### config.mk
export PLATFORM = sky130hd
export DESIGN_NAME = led_pwm_out
export DESIGN_NICKNAME = d
export VERILOG_FILES = /design/src/rtl/led_pkg.sv /design/src/rtl/led_line_loader.sv /design/src/rtl/led_pwm_out.sv
export SDC_FILE = /design/constraint.sdc
export NUM_CORES = 1
export LEC_CHECK = 0
export ABC_CLOCK_PERIOD_IN_PS = 4100
export BUFFER_PORTS_ARGS = -buffer_cell sky130_fd_sc_hd__buf_2
export CAP_MARGIN = 40
export CORE_MARGIN = 8
export CORE_UTILIZATION = 55
export DETAILED_ROUTE_END_ITERATION = 6
export PLACE_DENSITY = 0.72
export SLEW_MARGIN = 20
export SYNTH_ARGS = -nofsm -noshare
export SYNTH_HDL_FRONTEND = slang
export SYNTH_SLANG_ARGS = --single-unit
export TNS_END_PERCENT = 30
### constraint.sdc
create_clock -name GCK -period 4.1 [get_ports GCK]
set_clock_uncertainty 0.2 [all_clocks]
set_input_delay 0 -clock GCK [delete_from_list [all_inputs] [get_ports GCK]]
set_output_delay 0 -clock GCK [all_outputs]
set_load 0.02 [all_outputs]
### src/rtl/led_pkg.sv
// Shared types and defaults for the LED PWM output block.
// Mode encodings, loader states and small mode helpers.
package led_pkg;

  localparam int CH_DEF = 16;
  localparam int DW_DEF = 16;
  localparam int SL_DEF = 32;

  typedef enum logic [1:0] {
    MODE_DIRECT     = 2'd0,
    MODE_DITHER     = 2'd1,
    MODE_SCRAMBLE   = 2'd2,
    MODE_DITHER_SCR = 2'd3
  } mode_e;

  typedef enum logic [1:0] {
    LD_IDLE,
    LD_READ,
    LD_LAST_CAPTURE,
    LD_DONE
  } ld_state_e;

  function automatic logic is_dither(input logic [1:0] m);
    return (m == MODE_DITHER) || (m == MODE_DITHER_SCR);
  endfunction

  function automatic logic is_scramble(input logic [1:0] m);
    return (m == MODE_SCRAMBLE) || (m == MODE_DITHER_SCR);
  endfunction

endpackage

### src/rtl/led_line_loader.sv
// Pixel line loader: issues CH reads for one scan line and
// tracks the one-cycle-late capture of the returned data.
module led_line_loader
  import led_pkg::*;
#(
  parameter int CH  = CH_DEF,
  parameter int SLW = 5,
  parameter int CW  = 4
) (
  input  logic               GCK,
  input  logic               rst_n,
  input  logic               start,
  input  logic               abort,
  input  logic [SLW-1:0]     line,
  output logic               rd_en,
  output logic [SLW+CW-1:0]  rd_addr,
  output logic               cap_en,
  output logic [CW-1:0]      cap_col,
  output logic               done
);

  localparam logic [CW-1:0] LAST = CW'(CH - 1);

  ld_state_e      state, state_d;
  logic [CW-1:0]  col, col_d;
  logic [SLW-1:0] line_q;

  always_comb begin
    state_d = state;
    col_d   = col;
    unique case (state)
      LD_READ: begin
        if (col == LAST) state_d = LD_LAST_CAPTURE;
        else             col_d   = col + 1'b1;
      end
      LD_LAST_CAPTURE: state_d = LD_DONE;
      default: ;
    endcase
    if (abort) state_d = LD_IDLE;
    // a new line strobe always restarts from column 0
    if (start) begin
      state_d = LD_READ;
      col_d   = '0;
    end
  end

  always_ff @(posedge GCK or negedge rst_n) begin
    if (!rst_n) begin
      state   <= LD_IDLE;
      col     <= '0;
      line_q  <= '0;
      cap_en  <= 1'b0;
      cap_col <= '0;
    end else begin
      state   <= state_d;
      col     <= col_d;
      cap_en  <= rd_en;
      cap_col <= col;
      if (start) line_q <= line;
    end
  end

  assign rd_en   = (state == LD_READ);
  assign rd_addr = {line_q, col};
  assign done    = (state == LD_DONE);

endmodule

### src/rtl/led_pwm_out.sv
// LED column driver: double-buffered line registers, PWM
// comparators, Vsync edge handling and line/frame counters.
module led_pwm_out
  import led_pkg::*;
#(
  parameter int CH = CH_DEF,
  parameter int DW = DW_DEF,
  parameter int SL = SL_DEF,
  localparam int SLW = $clog2(SL),
  localparam int CW  = $clog2(CH)
) (
  input  logic              GCK,
  input  logic              rst_n,
  input  logic              Vsync,
  input  logic [1:0]        mode,
  output logic              rd_en,
  output logic [SLW+CW-1:0] rd_addr,
  input  logic [DW-1:0]     rd_data,
  output logic [CH-1:0]     OUT,
  output logic [SLW-1:0]    scan_line,
  output logic              load_err
);

  localparam logic [SLW-1:0] LAST_LINE = SLW'(SL - 1);

  logic           vs_q, rise, fall;
  logic           ld_fp, frame_phase;
  logic [1:0]     ld_mode, act_mode;
  logic [DW-1:0]  cnt, cmp, xf;
  logic [DW-1:0]  shadow [CH];
  logic [DW-1:0]  active [CH];
  logic [CH-1:0]  out_d;
  logic [SLW-1:0] next_line;
  logic           cap_en, done;
  logic [CW-1:0]  cap_col;

  assign rise      = Vsync & ~vs_q;
  assign fall      = ~Vsync & vs_q;
  assign next_line = (scan_line == LAST_LINE) ? '0 : scan_line + 1'b1;

  led_line_loader #(
    .CH  (CH),
    .SLW (SLW),
    .CW  (CW)
  ) u_loader (
    .GCK     (GCK),
    .rst_n   (rst_n),
    .start   (rise),
    .abort   (fall),
    .line    (next_line),
    .rd_en   (rd_en),
    .rd_addr (rd_addr),
    .cap_en  (cap_en),
    .cap_col (cap_col),
    .done    (done)
  );

  // halving plus phase-dependent rounding spreads the LSB over two frames
  always_comb begin
    xf = rd_data;
    if (is_dither(ld_mode))
      xf = (rd_data >> 1) + DW'(rd_data[0] & ~ld_fp);
  end

  always_comb begin
    cmp = cnt;
    if (is_scramble(act_mode))
      for (int i = 0; i < DW; i++) cmp[i] = cnt[DW-1-i];
  end

  always_comb begin
    out_d = '0;
    for (int i = 0; i < CH; i++)
      out_d[i] = Vsync & vs_q & (active[i] > cmp);
  end

  always_ff @(posedge GCK or negedge rst_n) begin
    if (!rst_n) begin
      vs_q        <= 1'b0;
      cnt         <= '0;
      ld_mode     <= '0;
      ld_fp       <= 1'b0;
      act_mode    <= '0;
      scan_line   <= '0;
      frame_phase <= 1'b0;
      load_err    <= 1'b0;
      OUT         <= '0;
    end else begin
      vs_q <= Vsync;
      OUT  <= out_d;
      if (!vs_q)     cnt <= '0;
      else if (~&cnt) cnt <= cnt + 1'b1;
      if (rise) begin
        ld_mode <= mode;
        ld_fp   <= frame_phase;
      end
      if (fall) begin
        if (done) begin
          act_mode  <= ld_mode;
          scan_line <= next_line;
          if (scan_line == LAST_LINE) frame_phase <= ~frame_phase;
        end else begin
          load_err <= 1'b1;
        end
      end
    end
  end

  always_ff @(posedge GCK or negedge rst_n) begin
    if (!rst_n) begin
      for (int i = 0; i < CH; i++) begin
        shadow[i] <= '0;
        active[i] <= '0;
      end
    end else begin
      if (cap_en) shadow[cap_col] <= xf;
      if (fall && done)
        for (int i = 0; i < CH; i++) active[i] <= shadow[i];
    end
  end

endmodule
[After elaboration in Yosys (flattened, before gate mapping)]
Index checks and enable logic that the tools add are counted.
Word-level totals
  flip-flop bits (word level): 573
  input port bits: 21
  output and inout port bits: 32
  word-level logic and storage cells: 133
Operators by class
  add/subtract/negate cells: 4
  order comparisons: 18
  equality and inequality tests: 12
  mux-type cells: 15
  bitwise operators: 26
  reduce and logical (&&, ||, !) cells: 12
Operator list (count)
  $bwmux W256: 1
  $gt A16 B16 Y1: 16
  $mux W16: 5
  $demux W16 S4: 1
  $and A1 B1 Y1: 19
  $add A15 B16 Y16: 1
  $add A16 B1 Y16 const B: 1
  $and A1 B16 Y16: 1
  $not A1 Y16: 1
  $reduce_and A16 Y1: 1
  $mux W4: 3
  $eq A2 B2 Y1 const B: 5
  $reduce_and A2 Y1: 4
  $mux W2: 3
  $add A5 B1 Y5 const B: 1
  $eq A5 B5 Y1 const B: 1
  $ge A5 B5 Y1 const B: 1
  $lt A5 B1 Y1 const B: 1
  $mux W5: 1
  $not A4 Y5: 1
  $add A4 B1 Y4 const B: 1
  $eq A2 B1 Y1 const B: 2
  $eq A4 B4 Y1 const B: 1
  $ne A2 B2 Y1 const B: 2
  other kinds (8): 13

[Depth between registers and ports, before layout]
Gate-level depths: netlist (run 1).
  word-level depth: 6
  depth in mapped cells: 10
  gate-level depth less buffers: 8

[Hierarchy]
Synthesis (run 1) repeated with hierarchy kept, for this count alone.
Second synthesis, totals
  cell total of the unflattened synthesis: 2844
  area, all modules: 27091.0 µm²
By module, submodules not included
  led_pwm_out: instances 1, cells each 2798, area an instance 26460.4 µm²
  led_line_loader: instances 1, cells each 46, area an instance 630.6 µm²

[Worst setup path after synthesis (run 1)]
No wires, ideal clock.
  path kind: reg-to-reg
  start point: register act_mode[1]
  end point: register OUT[11]
  library setup time: 0.133 ns
  arrival: 2.865 ns
  setup slack: 0.902 ns
  cell stages (with the launch flop): 10
  path buffers: 2
  clock period less this slack: 3.198 ns
  path through: dfrtp_1 buf_4 buf_1 mux2i_1 ha_1 a21o_1 a21oi_1 nor2b_1 o311ai_0 a21oi_1
Between the ends
  cells in the longest elaborated chain, start to end: 5
  elaborated cells on any way between the ends: 6
  those cells by class: order compare (1); eq/ne (2); mux (1); bitwise (1); reduce/logical (1)
Ends and longest elaborated chain
  from (decl): RTL line led_pwm_out.sv:28  | logic [1:0] ld_mode, act_mode;
  from (signal assigned): RTL line led_pwm_out.sv:99  | act_mode <= ld_mode;
  $eq A2 B2 Y1: RTL line led_pkg.sv:28  | return (m == MODE_SCRAMBLE) || (m == MODE_DITHER_SCR);
  $logic_or A1 B1 Y1 *: RTL line led_pkg.sv:28
  $mux W16 *: RTL line led_pwm_out.sv:67  | if (is_scramble(act_mode))
  $gt A16 B16 Y1 *: RTL line led_pwm_out.sv:74  | out_d[i] = Vsync & vs_q & (active[i] > cmp);
  $and A1 B1 Y1 *: RTL line led_pwm_out.sv:74
  via out_d[11]: RTL line led_pwm_out.sv:32  | logic [CH-1:0] out_d;
  to (signal assigned): RTL line led_pwm_out.sv:90  | OUT <= out_d;
  to (decl): RTL line led_pwm_out.sv:19  | output logic [CH-1:0] OUT,
Mark *: on every way through the listed nets, which the timed path passes. The rest lies on a longest branch.
A chain may end at the register's enable or synchronous reset.

[Worst setup path after layout (run 1)]
  start point: register ld_fp
  end point: register shadow[186] (netlist name)
Between the ends
  cells in the longest elaborated chain, start to end: 5
Ends and longest elaborated chain
  from (decl): RTL line led_pwm_out.sv:27  | logic ld_fp, frame_phase;
  from (signal assigned): RTL line led_pwm_out.sv:95  | ld_fp <= frame_phase;
  $not A1 Y16: RTL line led_pwm_out.sv:62  | xf = (rd_data >> 1) + DW'(rd_data[0] & ~ld_fp);
  $and A1 B16 Y16: RTL line led_pwm_out.sv:62
  $add A15 B16 Y16: RTL line led_pwm_out.sv:62
  $mux W16: RTL line led_pwm_out.sv:61  | if (is_dither(ld_mode))
  $bwmux W256: RTL line led_pwm_out.sv:116  | if (cap_en) shadow[cap_col] <= xf;
  to (signal, indexed assignment): RTL line led_pwm_out.sv:112  | shadow[i] <= '0;
  to (signal, indexed assignment): RTL line led_pwm_out.sv:116
  to (decl): RTL line led_pwm_out.sv:30  | logic [DW-1:0] shadow [CH];
No other way between the ends.

==> results of run 1 <==
## cell type report
cell class                 instances  area, um^2  area share
inverter                          69       259.0    0.008385
sequential                       572       14310      0.4634
clock buffer                      79        1579     0.05112
clock inverter                    21       262.8    0.008506
tap                              664       830.8     0.02690
multi-input combinational       1597       12330      0.3993
timing repair buffer             146        1309     0.04237
## synth_stat cells, types with 11 or more instances
| master | instances | share of area |
|---|---|---|
| sky130_fd_sc_hd__dfrtp_1 | 572 | 0.53 |
| sky130_fd_sc_hd__mux2_2 | 294 | 0.12 |
| sky130_fd_sc_hd__nand2_1 | 292 | 0.040 |
| sky130_fd_sc_hd__ha_1 | 236 | 0.11 |
| sky130_fd_sc_hd__o21ai_0 | 235 | 0.043 |
| sky130_fd_sc_hd__clkbuf_1 | 100 | 0.014 |
| sky130_fd_sc_hd__a21oi_1 | 83 | 0.015 |
| sky130_fd_sc_hd__inv_1 | 68 | 0.0094 |
| sky130_fd_sc_hd__nand3_1 | 44 | 0.0081 |
| sky130_fd_sc_hd__nor2_1 | 44 | 0.0061 |
| sky130_fd_sc_hd__xnor2_1 | 41 | 0.013 |
| sky130_fd_sc_hd__nand4_1 | 32 | 0.0073 |
| sky130_fd_sc_hd__a31oi_1 | 25 | 0.0057 |
| sky130_fd_sc_hd__o41ai_1 | 22 | 0.0071 |
| sky130_fd_sc_hd__a21o_1 | 19 | 0.0052 |
| sky130_fd_sc_hd__nor3_1 | 19 | 0.0035 |
| sky130_fd_sc_hd__o21ai_1 | 19 | 0.0035 |
| sky130_fd_sc_hd__nor2b_1 | 18 | 0.0041 |
| sky130_fd_sc_hd__mux2i_1 | 17 | 0.0062 |
| sky130_fd_sc_hd__a221oi_1 | 16 | 0.0051 |
| sky130_fd_sc_hd__maj3_1 | 16 | 0.0059 |
| sky130_fd_sc_hd__a211oi_1 | 13 | 0.0036 |
| sky130_fd_sc_hd__and4_1 | 11 | 0.0035 |
| sky130_fd_sc_hd__or2_2 | 11 | 0.0025 |
## registers in the layout, summed over array words and instances, names as in the netlist, 4 cells and up
| signal | flops |
|---|---|
| active | 256 |
| shadow | 256 |
| OUT | 16 |
| cnt | 16 |
| scan_line | 5 |
| u_loader.line_q | 5 |
| u_loader.cap_col | 4 |
| u_loader.col | 4 |
## per-layer routing
metal | vias to the layer above | part of all wire | track usage
met5 | - | 0 | 0
met2 | 459 | 0.47 | 0.3850
met3 | 154 | 0.046 | 0.03239
met1 | 9312 | 0.45 | 0.3204
met4 | 0 | 0.034 | 0.08429
li1 | 8634 | - | -
## cell families (layout without fill, tap and decap cells)
| logic type | Yosys count | after routing |
|---|---|---|
| fa+ha+maj | 252 | 252 |
| buf+inv | 186 | 315 |
| flops | 572 | 572 |
| mux | 320 | 320 |
| simple gates | 500 | 500 |
| compound gates | 478 | 478 |
| xor+xnor | 47 | 47 |
## timing repair
action	4_1_cts	5_1_grt
setup endpoints to repair	0	0
endpoints found under the hold margin	521	0
hold buffers	28	0
## final timing paths
path	startpoint	to	slack, ns	depth (start not counted)
max	ld_fp$_DFFE_PN0P_	shadow[186]$_DFFE_PN0P_	0.38	10
min reg2reg	frame_phase$_DFFE_PN0P_	frame_phase$_DFFE_PN0P_	0.27	1
max reg2reg	ld_fp$_DFFE_PN0P_	shadow[186]$_DFFE_PN0P_	0.38	10
max in group asynchronous	rst_n	shadow[11]$_DFFE_PN0P_	2.57	4
min in group asynchronous	rst_n	shadow[59]$_DFFE_PN0P_	0.50	4
min	rd_data[10]	shadow[123]$_DFFE_PN0P_	0.04	5
## power by group through the flow
stage / Combinational [uW] / Sequential, uW / Clock (uW)
after CTS: 6680 / 9450 / 5280
after floorplan: 4870 / 9080 / 0
after global placement: 6110 / 9410 / 0
after global routing: 7600 / 9720 / 5510
after detailed placement: 6590 / 9520 / 0
final: 6670 / 9440 / 5190
## per-stage QoR
step	worst slack [ns]	hold slack, ns
after floorplan	0.9021	-0.4956
after global placement	1.124	-0.07166
after detailed placement	1.131	-0.05141
after CTS	0.4076	0.01520
after global routing	0.2328	0.03935
final	0.3758	0.03942
## worst max-delay path, delay by kind of cell, from the launching register on
kind / cells / cell delay [ns]
buffers and inverters: 2 / 1.23
AND/OR/NAND/NOR: 4 / 1.08
adder cells (fa/ha/maj): 2 / 0.45
flip-flops: 1 / 0.38
AO/OA/AOI/OAI: 2 / 0.25
==> qor_table.md, run 1 <==
| Result | This run |
| --- | --- |
| Run status | complete, no violations |
| Critical-path maximum fanout | 9 |
| Area Growth Syn to Fin | 13.39% |
| Cell area after placement | 28,700 um^2 |
| Clock latency on the worst-skew pair | 0.61 ns |
| Post-synthesis compound-gate area fraction | 0.1034 |
| Overall Global Routing Usage | 0.2354 |
| Most frequent cells in the layout | sky130_fd_sc_hd__dfrtp_1, sky130_fd_sc_hd__mux2_2, sky130_fd_sc_hd__nand2_1, sky130_fd_sc_hd__ha_1, sky130_fd_sc_hd__o21ai_0 |
| Worst Hold Class | primary input to flop |
| Final core utilization | 0.6310 |
| Setup repair after global routing missed its margin | no |
| IO Count | 53 |
| Part of the total power dissipated in the clock network | 0.244 |
| Cells after DPL | 3,017 |
| Stage delay of the slowest cell on the critical path | 0.99 ns |
| Post-DP HPWL | 42,230 um |
| Synthesized-area fraction occupied by and/or/nand/nor cells | 0.08309 |
| Cell repeated most along the worst path | sky130_fd_sc_hd__ha_1 |
| Leakage power | 0.01393 uW |
| Std cell rows | 81 |
| Post-route minimum period | 3.724 ns |
| Max Cap Violations | 0 |
| Startpoint kind of the worst setup timing path | flop |
| Switching power share of the total | 0.3265 |
| Count of flip-flops with a built-in enable after synthesis | 0 |
| VDD IR-drop max | 375.6 uV |
| Sum of negative setup slack | 0 ns |
| Total clock sinks | 572 |
| DR iter-0 viols | 1,349 |
| Endpoint class of the critical path | flop |
| Clock root cell | sky130_fd_sc_hd__clkbuf_16 |
| Switching Power | 6951 uW |
| Dominant combinational cell family by area after synthesis | multiplexers |
| Starting density of the core | 0.5565 |
| Sequential Power Share | 0.443 |
| Final routed wirelength across all metal layers | 66,110 um |
| Maximum buffer depth of the clock tree | 3 |
| Vias in the first global route | 19,150 |
| Post-synthesis net count | 2,612 |
| Fmax | 268.5 MHz |
| Register bit total from synthesis | 572 |
| Initial antenna violation count | 2 |
| Power per cell area | 689.2 nW/um^2 |
| Area share of fa/ha/maj cells after synthesis | 0.1143 |
| Vias after detailed routing | 18,560 |
| Ordered list of cells on the worst path | nor2b_1 > ha_1 > ha_1 > nand3_2 > nor4_1 > nand4_1 > o311ai_4 > dlygate4sd3_1 > buf_6 > o21ai_0 |
| Number of cells upsized or downsized after cts | 0 |
| Portion of the post-synthesis area used by sequential elements | 0.5254 |
| Register clock-pin slew on the reported worst setup and hold paths | 0.06 ns |
| Overflow left after global routing | 0 |
| Placer's final routability congestion estimate | 0.8631 |
| Flip-flop cell with the highest count after synthesis | sky130_fd_sc_hd__dfrtp_1 |
| Standard cell core area | 48,950 um^2 |
| Antenna-violating nets left | 0 |
| Final cell count without fillers | 3,148 |
| Critical Setup Path Class | flop to flop |
| Global-route wire length before repair | 105,800 um |
| Yosys warnings | 0 |
| Post-synth design cell area | 27,240 um^2 |
| Setup Fix Bufs, Post-CTS | 0 |
| Via-to-Cell Ratio | 5.895 |
| Yosys cell types | 61 |
| Endpoint arrival time on the critical path | 4.00 ns |
| Mean post-synth cell area | 11.57 um^2 |
| Die Span X | 238.6 um |
| Hold Violations, Final | 0 |
| Number of buffers inserted during clock tree synthesis | 57 |
| Worst Path Required | 4.38 ns |
| Inserted Diodes | 0 |
| Layout net count | 2,700 |
| Setup-violating endpoint count in the final report | 0 |
| Slew of the pin with the lowest slew margin | 0.8537 ns |
| Proportion of layout cells with a drive suffix above 1 | 0.2218 |
| Cell at the slowest stage of the critical path | sky130_fd_sc_hd__dlygate4sd3_1 |
| Area of the die | 56,910 um^2 |
| CTS tree | done |
| Sum of internal, switching and leakage power | 21,290 uW |
| Max-slew violations | 0 |
| Maximum number of pins on one net before global-route repair | 125 |
| Fill cell total of the finished layout | 3,712 |
| Detailed-route DRC error count | 0 |
| Input/output buffers | 52 |
| Synthesized-area fraction occupied by xor and xnor cells | 0.01511 |
| Share of flip-flops with an asynchronous set or reset | 1.000 |
| Post-Syn Instances | 2,355 |
| Max H-tree Level | 2 |
| Routed WL per cell | 21.00 um |
| Power share of the combinational group | 0.313 |
| Number of iterations in the first detailed-routing pass | 5 |
| Die H | 238.6 um |
| Fin area | 30,890 um^2 |
| Pint | 14,340 uW |
| Final period utilization | 0.9083 |
| Multiplexer fraction of the synthesized cell area | 0.1317 |
| Most frequent standard cell in the layout excluding fill and tap cells | sky130_fd_sc_hd__dfrtp_1 |
| Max-slew headroom at the worst pin | 0.4308 |
(Power assumes the default switching activity.)
==> inputs of run 2 (changes only) <==
- HOLD_SLACK_MARGIN: not set -> 0.1
- SETUP_SLACK_MARGIN: not set -> 0.3
==> qor_table.md, run 2 (same netlist as run 1, synthesis figures left out) <==
| Result | This run | vs previous |
| --- | --- | --- |
| Max-slew violations | 0 | unchanged |
| Clock latency on the worst-skew pair | 0.61 ns | about the same |
| Hold Violations, Final | 0 | unchanged |
| Sum of internal, switching and leakage power | 21,310 uW | was 21,290 uW |
| Max Cap Violations | 0 | unchanged |
| Input/output buffers | 52 | unchanged |
| Fill cell total of the finished layout | 3,702 | was 3,712 |
| Die H | 238.6 um | unchanged |
| Sequential Power Share | 0.443 | about the same |
| Maximum number of pins on one net before global-route repair | 125 | unchanged |
| Worst Hold Class | primary input to flop | unchanged |
| Layout net count | 2,704 | was 2,700 |
| Switching Power | 6962 uW | was 6951 uW |
| Critical Setup Path Class | flop to flop | unchanged |
| Die Span X | 238.6 um | unchanged |
| Global-route wire length before repair | 106,000 um | was 105,800 um |
| Switching power share of the total | 0.3268 | was 0.3265 |
| Overall Global Routing Usage | 0.2361 | was 0.2354 |
| Clock root cell | sky130_fd_sc_hd__clkbuf_16 | unchanged |
| Endpoint class of the critical path | flop | unchanged |
| Max H-tree Level | 2 | unchanged |
| Number of iterations in the first detailed-routing pass | 5 | unchanged |
| Most frequent standard cell in the layout excluding fill and tap cells | sky130_fd_sc_hd__dfrtp_1 | unchanged |
| Final period utilization | 0.8547 | was 0.9083 |
| Post-route minimum period | 3.504 ns | was 3.724 ns |
| VDD IR-drop max | 376.7 uV | was 375.6 uV |
| Routed WL per cell | 21.04 um | was 21.00 um |
| Most frequent cells in the layout | sky130_fd_sc_hd__dfrtp_1, sky130_fd_sc_hd__mux2_2, sky130_fd_sc_hd__nand2_1, sky130_fd_sc_hd__ha_1, sky130_fd_sc_hd__o21ai_0 | unchanged |
| Starting density of the core | 0.5565 | unchanged |
| Power share of the combinational group | 0.313 | about the same |
| Final routed wirelength across all metal layers | 66,370 um | was 66,110 um |
| Post-route worst setup slack | 0.5958 ns | was 0.3758 ns |
| Std cell rows | 81 | unchanged |
| Post-DP HPWL | 42,230 um | unchanged |
| Setup-violating endpoint count in the final report | 0 | unchanged |
| Vias after detailed routing | 18,590 | was 18,560 |
| Setup repair after global routing missed its margin | no | unchanged |
| Proportion of layout cells with a drive suffix above 1 | 0.2219 | was 0.2218 |
| Maximum buffer depth of the clock tree | 3 | unchanged |
| Biggest registers after layout | active: 256 flops, shadow: 256 flops | unchanged |
| Area of the die | 56,910 um^2 | unchanged |
| Critical-path maximum fanout | 9 | unchanged |
| CTS tree | done | unchanged |
| Startpoint kind of the worst setup timing path | flop | unchanged |
| Detailed-route DRC error count | 0 | unchanged |
| Run status | complete, no violations | unchanged |
| DR iter-0 viols | 1,393 | was 1,349 |
| Via-to-Cell Ratio | 5.893 | was 5.895 |
| Setup Fix Bufs, Post-CTS | 0 | unchanged |
| Leakage power | 0.01395 uW | was 0.01393 uW |
| Number of buffers inserted during clock tree synthesis | 57 | unchanged |
| Total clock sinks | 572 | unchanged |
| Sum of negative setup slack | 0 ns | unchanged |
| Slew of the pin with the lowest slew margin | 0.8492 ns | was 0.8537 ns |
| Placer's final routability congestion estimate | 0.8631 | unchanged |
| Part of the total power dissipated in the clock network | 0.243 | was 0.244 |
| Max-slew headroom at the worst pin | 0.4339 | was 0.4308 |
| Pint | 14,340 uW | about the same |
| Standard cell core area | 48,950 um^2 | unchanged |
| Initial antenna violation count | 3 | was 2 |
| Endpoint arrival time on the critical path | 3.78 ns | was 4.00 ns |
| Post-Place Worst Slack | 1.131 ns | unchanged |
| IO Count | 53 | unchanged |
| Fmax | 285.4 MHz | was 268.5 MHz |
| Overflow left after global routing | 0 | unchanged |
| Worst Path Required | 4.38 ns | about the same |
| Antenna-violating nets left | 0 | unchanged |
| Area Growth Syn to Fin | 13.58% | was 13.39% |
| Register clock-pin slew on the reported worst setup and hold paths | 0.06 ns | about the same |
| Power per cell area | 688.6 nW/um^2 | was 689.2 nW/um^2 |
| Vias in the first global route | 19,180 | was 19,150 |
## run 2: cell count changes in the layout (fill, tap and decap cells not counted)
cell | before | now
sky130_fd_sc_hd__diode_2 | 0 | 2
sky130_fd_sc_hd__dlygate4sd3_1 | 27 | 31
sky130_fd_sc_hd__nor4_1 | 8 | 7
sky130_fd_sc_hd__nor4_2 | 1 | 2
## run 2: cell type report
cell class	count	area [um^2]	share of cell area
Tap cell	664	830.8	0.02685
Timing Repair Buffer	150	1349	0.04359
Sequential cell	572	14310	0.4626
Inverter	69	259.0	0.008371
Multi-Input combinational cell	1597	12340	0.3989
Clock buffer	79	1579	0.05104
Clock inverter	21	262.8	0.008492
Antenna cell	2	5.005	0.0001618
## run 2: per-stage QoR
| step | hold WS, ns | std cells | instance area [um^2] | utilization |
|---|---|---|---|---|
| after global routing | 0.2788 | 3152 | 30930 | 0.6320 |
| final | 0.2536 | 3154 | 30940 | 0.6321 |
| after global placement | -0.07166 | 3002 | 28440 | 0.5811 |
| after floorplan | -0.4956 | 2355 | 27240 | - |
| after CTS | 0.1747 | 3149 | 30870 | 0.6307 |
| after detailed placement | -0.05141 | 3017 | 28700 | 0.5862 |
## run 2: path summary, 6_finish.rpt
kind | start | to | slack (ns) | cells after the start
max in group asynchronous | rst_n | shadow[10]$_DFFE_PN0P_ | 2.57 | 4
worst max-delay path | ld_fp$_DFFE_PN0P_ | shadow[186]$_DFFE_PN0P_ | 0.60 | 10
worst min-delay path | rd_data[6] | shadow[248]$_DFFE_PN0P_ | 0.25 | 6
worst min register to register | shadow[220]$_DFFE_PN0P_ | shadow[220]$_DFFE_PN0P_ | 0.27 | 2
worst max register to register | ld_fp$_DFFE_PN0P_ | shadow[186]$_DFFE_PN0P_ | 0.60 | 10
min in group asynchronous | rst_n | shadow[58]$_DFFE_PN0P_ | 0.50 | 4
## run 2: per-layer routing
metal / wire length (um) / part of all wire / GRT usage
met1: 29600 / 0.45 / 0.3215
met2: 31450 / 0.47 / 0.3863
met3: 3128 / 0.047 / 0.03204
met4: 2183 / 0.033 / 0.08429
met5: 0 / 0 / 0
## run 2: critical path: stages, from the launching register on
cell	delay, ns
sky130_fd_sc_hd__dfrtp_1	0.38
sky130_fd_sc_hd__nor2b_1	0.12
sky130_fd_sc_hd__ha_1	0.21
sky130_fd_sc_hd__ha_1	0.25
sky130_fd_sc_hd__nand3_2	0.15
sky130_fd_sc_hd__nor4_2	0.42
sky130_fd_sc_hd__nand4_1	0.21
sky130_fd_sc_hd__o311ai_4	0.13
sky130_fd_sc_hd__dlygate4sd3_1	0.97
sky130_fd_sc_hd__buf_6	0.23
sky130_fd_sc_hd__o21ai_0	0.11
## run 2: power by group through the flow
stage               Clock, uW  Sequential (uW)  Combinational (uW)
floorplan                   0             9080                4870
global placement            0             9410                6110
detailed placement          0             9520                6590
CTS                      5280             9450                6680
global route             5510             9720                7610
finish                   5190             9440                6680
## run 2: timing repair
| item | CTS | global route |
|---|---|---|
| gates resized for setup | 0 | 1 |
| endpoints found under the setup margin | 0 | 7 |
| endpoints found under the hold margin | 825 | 0 |
| hold buffers | 32 | 0 |
==> inputs of run 3 (changes only) <==
- BUFFER_PORTS_ARGS: -buffer_cell sky130_fd_sc_hd__buf_2 -> -buffer_cell sky130_fd_sc_hd__buf_4
- CORE_UTILIZATION: 55 -> 45
- PLACE_DENSITY: 0.72 -> 0.61
==> qor_table.md, run 3 (same netlist as run 1, synthesis figures left out) <==
| Result | This run | vs previous |
| --- | --- | --- |
| Run status | complete, no violations | unchanged |
| Routed WL per cell | 20.96 um | was 21.04 um |
| Fin area | 31,270 um^2 | was 30,940 um^2 |
| Post-route minimum period | 3.223 ns | was 3.504 ns |
| Max H-tree Level | 2 | unchanged |
| Detailed-route DRC error count | 0 | unchanged |
| Setup repair after global routing missed its margin | no | unchanged |
| Slew of the pin with the lowest slew margin | 0.7690 ns | was 0.8492 ns |
| Maximum number of pins on one net before global-route repair | 188 | was 125 |
| Number of iterations in the first detailed-routing pass | 5 | unchanged |
| VDD IR-drop max | 374.1 uV | was 376.7 uV |
| Final routed wirelength across all metal layers | 68,770 um | was 66,370 um |
| Antenna-violating nets left | 0 | unchanged |
| Total clock sinks | 572 | unchanged |
| Critical hold path startpoint | Vsync | was rd_data[6] |
| Post-DP HPWL | 42,780 um | was 42,230 um |
| Critical-path maximum fanout | 16 | was 9 |
| Overflow left after global routing | 0 | unchanged |
| Hold Violations, Final | 0 | unchanged |
| Die H | 262.0 um | was 238.6 um |
| Endpoint arrival time on the critical path | 3.51 ns | was 3.78 ns |
| Fill cell total of the finished layout | 5,219 | was 3,702 |
| Final period utilization | 0.7862 | was 0.8547 |
| Endpoint class of the critical path | flop | unchanged |
| Area of the die | 68,670 um^2 | was 56,910 um^2 |
| Register-to-register setup slack | 0.88 ns | was 0.60 ns |
| Maximum buffer depth of the clock tree | 3 | unchanged |
| Crit path launch | act_mode[1]$_DFFE_PN0P_ | was ld_fp$_DFFE_PN0P_ |
| Final core utilization | 0.5201 | was 0.6321 |
| Worst Path Required | 4.38 ns | about the same |
| Layout net count | 2,707 | was 2,704 |
| Setup-violating endpoint count in the final report | 0 | unchanged |
| Vias in the first global route | 18,520 | was 19,180 |
| Hold path depth | 5 | was 6 |
| Proportion of layout cells with a drive suffix above 1 | 0.2219 | about the same |
| Power per cell area | 684.2 nW/um^2 | was 688.6 nW/um^2 |
| Overall Global Routing Usage | 0.2033 | was 0.2361 |
| CTS tree | done | unchanged |
| DR iter-0 viols | 1,269 | was 1,393 |
| Hold slack | 0.2390 ns | was 0.2536 ns |
| Critical Setup Path Class | flop to flop | unchanged |
| Std cell rows | 90 | was 81 |
| Starting density of the core | 0.4530 | was 0.5565 |
| Max-slew headroom at the worst pin | 0.4873 | was 0.4339 |
| Crit Reg-Reg Startpoint | act_mode[1]$_DFFE_PN0P_ | was ld_fp$_DFFE_PN0P_ |
| Via-to-Cell Ratio | 5.552 | was 5.893 |
| Initial antenna violation count | 4 | was 3 |
| Clock latency on the worst-skew pair | 0.62 ns | was 0.61 ns |
| Area Growth Syn to Fin | 14.80% | was 13.58% |
| Global-route wire length before repair | 108,100 um | was 106,000 um |
| Max-slew violations | 0 | unchanged |
| Startpoint kind of the worst setup timing path | flop | unchanged |
| Max Cap Violations | 0 | unchanged |
| Register clock-pin slew on the reported worst setup and hold paths | 0.06 ns | about the same |
| Die Span X | 262.0 um | was 238.6 um |
| Worst R2R End | OUT[9]$_DFF_PN0_ | was shadow[186]$_DFFE_PN0P_ |
| Setup Fix Bufs, Post-CTS | 0 | unchanged |
| Standard cell core area | 60,130 um^2 | was 48,950 um^2 |
| Worst Hold Class | primary input to flop | unchanged |
| Most frequent standard cell in the layout excluding fill and tap cells | sky130_fd_sc_hd__dfrtp_1 | unchanged |
| Fmax | 310.2 MHz | was 285.4 MHz |
| Number of cells on the worst reg-to-reg path | 9 | was 10 |
| Hold-critical path endpoint | u_loader.state[1]$_DFFE_PN0P_ | was shadow[248]$_DFFE_PN0P_ |
| Most frequent cells in the layout | sky130_fd_sc_hd__dfrtp_1, sky130_fd_sc_hd__mux2_2, sky130_fd_sc_hd__nand2_1, sky130_fd_sc_hd__ha_1, sky130_fd_sc_hd__o21ai_0 | unchanged |
| Placer's final routability congestion estimate | 0.8174 | was 0.8631 |
| Number of buffers inserted during clock tree synthesis | 61 | was 57 |
| IO Count | 53 | unchanged |
| Leakage power | 0.01398 uW | was 0.01395 uW |
| Input/output buffers | 52 | unchanged |
| Vias after detailed routing | 18,220 | was 18,590 |
| Clock root cell | sky130_fd_sc_hd__clkbuf_16 | unchanged |
| Sum of negative setup slack | 0 ns | unchanged |
| Biggest registers after layout | active: 256 flops, shadow: 256 flops | unchanged |
| Cell area after placement | 29,020 um^2 | was 28,700 um^2 |
-- run 3: cell type report --
cell class	instances	area, um^2	area share
Antenna cell	2	5.005	0.0001600
Clock buffer	91	1732	0.05537
Clock inverter	19	161.4	0.005161
Inverter	69	259.0	0.008282
Multi-Input combinational cell	1597	12400	0.3966
Sequential cell	572	14310	0.4577
Tap cell	782	978.4	0.03129
Timing Repair Buffer	149	1420	0.04541
-- run 3: worst max-delay path by stage --
stage,slack [ns],end,cells after the start
final,0.88,OUT[9]$_DFF_PN0_,9
after global routing,0.67,OUT[9]$_DFF_PN0_,9
after CTS,0.61,shadow[212]$_DFFE_PN0P_,6
after detailed placement,0.94,OUT[9]$_DFF_PN0_,9
after global placement,1.01,OUT[8]$_DFF_PN0_,9
after floorplan,0.90,OUT[11]$_DFF_PN0_,9
-- run 3: repair_timing --
item                                   in CTS  in global routing
gates resized for setup                     0                  0
hold buffers                               30                  0
endpoints found under the hold margin     856                  0
-- run 3: metrics by stage --
| step | setup WS, ns | cells | total power (uW) |
|---|---|---|---|
| after global routing | 0.6677 | 3279 | 23010 |
| after detailed placement | 0.9426 | 3136 | 16190 |
| after CTS | 0.6133 | 3276 | 21570 |
| after global placement | 1.005 | 3126 | 15720 |
| final | 0.8766 | 3281 | 21400 |
| after floorplan | 0.9021 | 2355 | 13960 |
-- run 3: routing by layer --
| layer | GRT usage | share of wire | up-vias |
|---|---|---|---|
| li1 | - | - | 8639 |
| met4 | 0.05622 | 0.024 | 0 |
| met2 | 0.3305 | 0.46 | 292 |
| met3 | 0.02390 | 0.036 | 104 |
| met5 | 0 | 0 | - |
| met1 | 0.2869 | 0.48 | 9182 |
-- run 3: power breakdown --
| part | switching, uW | internal, uW | total (uW) |
|---|---|---|---|
| combinational | 3300 | 3350 | 6660 |
| clock | 2220 | 3030 | 5250 |
| sequential | 1500 | 7990 | 9490 |
| total | 7020 | 14400 | 21400 |
-- run 3: critical path, cell delays in order, from the launching register on --
cell and delay (ns):
sky130_fd_sc_hd__dfrtp_1 0.82, sky130_fd_sc_hd__buf_4 0.35, sky130_fd_sc_hd__mux2i_4 0.24, sky130_fd_sc_hd__buf_4 0.38, sky130_fd_sc_hd__ha_1 0.21, sky130_fd_sc_hd__nand4_1 0.11
sky130_fd_sc_hd__nor3_1 0.30, sky130_fd_sc_hd__nand3_1 0.12, sky130_fd_sc_hd__o41ai_1 0.29, sky130_fd_sc_hd__a21oi_1 0.07
